## config.mk

```make
export PLATFORM = sky130hd
export DESIGN_NAME = sm4_keyexp
export DESIGN_NICKNAME = d
export VERILOG_FILES = /design/src/rtl/sm4_keyexp.sv
export SDC_FILE = /design/constraint.sdc
export NUM_CORES = 2
export LEC_CHECK = 0
export CORE_AREA = 5 5 446 448
export CTS_CLUSTER_DIAMETER = 150
export DETAILED_ROUTE_END_ITERATION = 8
export DIE_AREA = 0 0 451 453
export GPL_TIMING_DRIVEN = 0
export SETUP_SLACK_MARGIN = 0.15
export SYNTH_ARGS = -nofsm -noshare
export SYNTH_HDL_FRONTEND = slang
export SYNTH_SLANG_ARGS = --single-unit
```

## constraint.sdc

```tcl
create_clock -name CLK_i -period 55.9 [get_ports CLK_i]
set_input_delay 16.77 -clock CLK_i [delete_from_list [all_inputs] [get_ports CLK_i]]
set_output_delay 16.77 -clock CLK_i [all_outputs]
set_load 0.02 [all_outputs]
```

## src/rtl/sm4_keyexp.sv

```systemverilog
// SM4 key expansion: turns a 128-bit master key into 32 round keys,
// one round per clock, packed in encrypt or decrypt word order.
module sm4_keyexp (
    input  logic            CLK_i,
    input  logic            RST_i,
    input  logic [127:0]    KEY_i,
    input  logic            KEY_VALID_i,
    input  logic            DEC_i,
    output logic [1023:0]   RK_o,
    output logic            RK_VALID_o,
    output logic            BUSY_o
);

    typedef enum logic [1:0] {
        IDLE = 2'd0,
        RUN  = 2'd1,
        DONE = 2'd2
    } state_t;

    localparam logic [127:0] FK = {
        32'hA3B1BAC6, 32'h56AA3350, 32'h677D9197, 32'hB27022DC
    };

    localparam logic [0:255][7:0] SBOX = {
        8'hd6, 8'h90, 8'he9, 8'hfe, 8'hcc, 8'he1, 8'h3d, 8'hb7,
        8'h16, 8'hb6, 8'h14, 8'hc2, 8'h28, 8'hfb, 8'h2c, 8'h05,
        8'h2b, 8'h67, 8'h9a, 8'h76, 8'h2a, 8'hbe, 8'h04, 8'hc3,
        8'haa, 8'h44, 8'h13, 8'h26, 8'h49, 8'h86, 8'h06, 8'h99,
        8'h9c, 8'h42, 8'h50, 8'hf4, 8'h91, 8'hef, 8'h98, 8'h7a,
        8'h33, 8'h54, 8'h0b, 8'h43, 8'hed, 8'hcf, 8'hac, 8'h62,
        8'he4, 8'hb3, 8'h1c, 8'ha9, 8'hc9, 8'h08, 8'he8, 8'h95,
        8'h80, 8'hdf, 8'h94, 8'hfa, 8'h75, 8'h8f, 8'h3f, 8'ha6,
        8'h47, 8'h07, 8'ha7, 8'hfc, 8'hf3, 8'h73, 8'h17, 8'hba,
        8'h83, 8'h59, 8'h3c, 8'h19, 8'he6, 8'h85, 8'h4f, 8'ha8,
        8'h68, 8'h6b, 8'h81, 8'hb2, 8'h71, 8'h64, 8'hda, 8'h8b,
        8'hf8, 8'heb, 8'h0f, 8'h4b, 8'h70, 8'h56, 8'h9d, 8'h35,
        8'h1e, 8'h24, 8'h0e, 8'h5e, 8'h63, 8'h58, 8'hd1, 8'ha2,
        8'h25, 8'h22, 8'h7c, 8'h3b, 8'h01, 8'h21, 8'h78, 8'h87,
        8'hd4, 8'h00, 8'h46, 8'h57, 8'h9f, 8'hd3, 8'h27, 8'h52,
        8'h4c, 8'h36, 8'h02, 8'he7, 8'ha0, 8'hc4, 8'hc8, 8'h9e,
        8'hea, 8'hbf, 8'h8a, 8'hd2, 8'h40, 8'hc7, 8'h38, 8'hb5,
        8'ha3, 8'hf7, 8'hf2, 8'hce, 8'hf9, 8'h61, 8'h15, 8'ha1,
        8'he0, 8'hae, 8'h5d, 8'ha4, 8'h9b, 8'h34, 8'h1a, 8'h55,
        8'had, 8'h93, 8'h32, 8'h30, 8'hf5, 8'h8c, 8'hb1, 8'he3,
        8'h1d, 8'hf6, 8'he2, 8'h2e, 8'h82, 8'h66, 8'hca, 8'h60,
        8'hc0, 8'h29, 8'h23, 8'hab, 8'h0d, 8'h53, 8'h4e, 8'h6f,
        8'hd5, 8'hdb, 8'h37, 8'h45, 8'hde, 8'hfd, 8'h8e, 8'h2f,
        8'h03, 8'hff, 8'h6a, 8'h72, 8'h6d, 8'h6c, 8'h5b, 8'h51,
        8'h8d, 8'h1b, 8'haf, 8'h92, 8'hbb, 8'hdd, 8'hbc, 8'h7f,
        8'h11, 8'hd9, 8'h5c, 8'h41, 8'h1f, 8'h10, 8'h5a, 8'hd8,
        8'h0a, 8'hc1, 8'h31, 8'h88, 8'ha5, 8'hcd, 8'h7b, 8'hbd,
        8'h2d, 8'h74, 8'hd0, 8'h12, 8'hb8, 8'he5, 8'hb4, 8'hb0,
        8'h89, 8'h69, 8'h97, 8'h4a, 8'h0c, 8'h96, 8'h77, 8'h7e,
        8'h65, 8'hb9, 8'hf1, 8'h09, 8'hc5, 8'h6e, 8'hc6, 8'h84,
        8'h18, 8'hf0, 8'h7d, 8'hec, 8'h3a, 8'hdc, 8'h4d, 8'h20,
        8'h79, 8'hee, 8'h5f, 8'h3e, 8'hd7, 8'hcb, 8'h39, 8'h48
    };

    state_t         state;
    state_t         state_nxt;
    logic [31:0]    k0;
    logic [31:0]    k1;
    logic [31:0]    k2;
    logic [31:0]    k3;
    logic [4:0]     cnt;
    logic           dec;
    logic [1023:0]  rk;
    logic           accept;
    logic [7:0]     ck_b0;
    logic [31:0]    ck;
    logic [31:0]    mix;
    logic [31:0]    tau;
    logic [31:0]    rk_new;
    logic [4:0]     widx;

    // Key load is only honoured when no expansion is running
    always_comb begin
        accept = KEY_VALID_i && (state != RUN);
    end

    // Next-state and status outputs
    always_comb begin
        state_nxt  = state;
        BUSY_o     = 1'b0;
        RK_VALID_o = 1'b0;
        unique case (state)
            IDLE: begin
                if (KEY_VALID_i) state_nxt = RUN;
            end
            RUN: begin
                BUSY_o = 1'b1;
                if (cnt == 5'd31) state_nxt = DONE;
            end
            DONE: begin
                RK_VALID_o = 1'b1;
                if (KEY_VALID_i) state_nxt = RUN;
            end
            default: state_nxt = IDLE;
        endcase
    end

    // State register
    always_ff @(posedge CLK_i or posedge RST_i) begin
        if (RST_i) state <= IDLE;
        else       state <= state_nxt;
    end

    // One round: CK bytes step by 7, then tau and the key-schedule L'
    always_comb begin
        ck_b0  = {cnt, 2'b00} * 8'd7;
        ck     = {ck_b0, ck_b0 + 8'd7,
                  ck_b0 + 8'd14, ck_b0 + 8'd21};
        mix    = k1 ^ k2 ^ k3 ^ ck;
        tau    = {SBOX[mix[31:24]], SBOX[mix[23:16]],
                  SBOX[mix[15:8]],  SBOX[mix[7:0]]};
        rk_new = k0 ^ tau
               ^ {tau[18:0], tau[31:19]}
               ^ {tau[8:0],  tau[31:9]};
        widx   = dec ? cnt : ~cnt;
    end

    // Key window, round counter, latched order and packed output
    always_ff @(posedge CLK_i or posedge RST_i) begin
        if (RST_i) begin
            k0  <= '0;
            k1  <= '0;
            k2  <= '0;
            k3  <= '0;
            cnt <= '0;
            dec <= 1'b0;
            rk  <= '0;
        end else if (accept) begin
            {k0, k1, k2, k3} <= KEY_i ^ FK;
            cnt <= '0;
            dec <= DEC_i;
        end else if (state == RUN) begin
            rk[{widx, 5'd0} +: 32] <= rk_new;
            k0  <= k1;
            k1  <= k2;
            k2  <= k3;
            k3  <= rk_new;
            cnt <= cnt + 5'd1;
        end
    end

    assign RK_o = rk;

endmodule

```

==> reports/metrics.csv <==
stage,metric,value,unit
status,status,finished with violations,
status,violations,capacitance limit,
final_layout,final_util,40.08,%
timing,rsz0062_at_grt,false,
placed_design,io_buffers,1156,
final_layout,drive_gt1_share,7.198,%
critical_path,start_kind,register,
timing,skew,0.06122,ns
detailed_routing,drc_errors,0,
grt,grt_pass1_vias,58440,
detailed_routing,drtIter0Drc,7408,
detailed_routing,dr_total_vias,60810,
floorplanning,die_y,453,um
timing,worst_slack,35.22,ns
critical_path,crit_type,reg2out,
floorplanning,core_area,194200,um2
detailed_routing,first_pass_iters,9,
run,maxCapViolations,2,
hold_path,min_path_type,reg2reg,
grt,grt_pass1_wl,494.6,mm
synth,ys_types,96,
clock_network,postCtsResizedCells,0,
critical_path,endpoint_kind,output port,
synth,syn_area,57520,um2
clock_network,cts_tree,done,
timing,worst_pin_slew,1.480,ns
synth,syn_area_per_cell,8.978,um2
timing,period_share,37.00,%
critical_path,ff2ff_path_depth,21,
synth,synth_edf_count,0,
timing,report.final.slew_viol_count,0,
floorplanning,fp-row-count,162,
final_layout,nets,7943,
synth,ys_ff_latch,1160,
clock_network,clk_latency,0.82,ns
synth,synthCells,6406,
placed_design,post-dp-hpwl,275.3,mm
clock_network,clock-root-buffer,clkbuf_16,
clock_network,h-tree-depth,4,
synth,synthesis.nets,6618,
synth,synthFlopType,dfrtp_1,
synth,yosysWarnings,0,
synth,yosysSeqAreaShare,50.47,%
final_layout,area_growth,35.31,%
grt,antenna_found_initial,70,
synth,yosys-top-cells-count,"nand2_1 (1479), dfrtp_1 (1160), o21ai_0 (867)",
detailed_routing,drtAntennaViolNets,0,
clock_network,cts_buffers,133,
synth,synth_top_area_share,50.47,%
grt,grt.total_usage,34.23,%
clock_network,cts.clk_slew.worst_paths,0.06,ns
critical_path,path_max_fanout,10,
timing,maxClockFrequency,48.34,MHz
hold_path,whs_path_depth,2,
placed_design,post-place-ws,35.34,ns
synth,yosysMostFrequentCell,nand2_1,
final_layout,design_area,77830,um2
timing,relSlewSlack,0.8354,%
floorplanning,initial_core_util,29.62,%
clock_network,cts_setup_buffers,0,
final_layout,nFillCells,19630,
clock_network,cts_sinks,1160,
placed_design,place_area,73190,um2
detailed_routing,vias_per_cell,5.835,
timing,period_needed,20.68,ns
grt,grt_max_degree,130,
timing,finalSetupViolCount,0,
floorplanning,die_w,451,um
timing,finalHoldViolations,0,
floorplanning,io_pins,1158,
synth,synth_area_leaders,"dfrtp_1 (50%), nand2_1 (9.7%), o21ai_0 (7.5%)",
grt,overflow,0,
critical_path,cp.required,39.13,ns
critical_path,worstPathArrival,3.91,ns
synth,synth_largest_area_cell,dfrtp_1,
clock_network,cts_hold_buf,0,
placed_design,place_congestion,0.9886,
detailed_routing,wirelength,363.9,mm
synth,postSynth.asyncResetShare,100.0,%
detailed_routing,routedWlPerCell,34.92,um
floorplanning,die_area,204300,um2
clock_network,clockBufferDepth,3,
[layout by cell type (no fill, tap or decap), types with 37 or more instances in the layout]
cell type        count
nand2_1           1479
dfrtp_1           1160
clkdlybuf4s50_1   1156
o21ai_0            867
o21ai_1            531
clkbuf_1           411
nor2_1             217
a21oi_1            212
buf_2              169
clkbuf_16          136
nand3_1            125
xnor2_1             96
o211ai_1            83
nor3_1              79
mux2i_1             78
a211oi_1            75
ha_1                75
a31oi_1             64
a311oi_1            53
diode_2             45
xor2_1              45
o311ai_0            37
a221oi_1            37
[final timing paths]
kind	startpoint	endpoint	slack [ns]
setup / recovery	state[1]	BUSY_o	35.22
hold / removal	RK_o[984]	RK_o[984]	0.48
setup reg to reg	cnt[0]	k3[12]	47.19
hold reg to reg	RK_o[984]	RK_o[984]	0.48
max in group asynchronous	RST_i	RK_o[320]	36.23
min in group asynchronous	RST_i	RK_o[948]	16.51
[per-stage QoR]
step / hold slack, ns / TNS (ns) / std cells
2_1_floorplan: 0.4679 / 0 / 6406
3_3_place_gp: 0.4618 / -7403.38 / 10100
3_5_place_dp: 0.4692 / 0 / 10140
4_1_cts: 0.4822 / 0 / 10380
5_1_grt: 0.5006 / 0 / 10400
6_report: 0.4774 / 0 / 10420
[logic make-up after synthesis]
family	share of synthesized area, %
DFF	50.47
muxes	1.886
adders and majority gates	1.806
AOI/OAI and AO/OA	22.45
and+or+nand+nor	14.13
xor gates and xnor gates	4.462
buffers and inverters	4.806
[sequential cells by signal, summed over array words and instances, names as in the netlist]
register	cells
k1	32
k3	32
cnt	5
k2	32
RK_o	1024
state	2
k0	32
dec	1
[cell type report]
type	instances	area, um2	area share, %
multi-input combinational	4606	26000	33.40
sequential	1160	29030	37.30
buffer	605	2633	3.383
tap	2542	3181	4.087
antenna	45	112.6	0.1447
clock inverter	43	598.1	0.7685
inverter	35	138.9	0.1785
timing repair buffer	1190	12240	15.73
clock buffer	196	3899	5.010
[worst max-delay path: stages, from the launching register on]
cell and delay [ns]:
dfrtp_1 0.38, nand2b_1 0.18, inv_1 0.13, clkbuf_1 0.50, buf_1 0.55, clkbuf_1 0.50
clkdlybuf4s50_1 0.85
[layer usage]
layer  vias up  track usage, %  routed length (um)
li1      25180               -                   -
met1     30490           41.21              135800
met2      4035           54.42              164200
met3      1090           8.908               34240
met4        20           22.18               29590
met5         -               0                 138
Power is left out: the tool's default activity adds up to more than one toggle a clock period on the data nets, which glitch-free logic cannot reach.
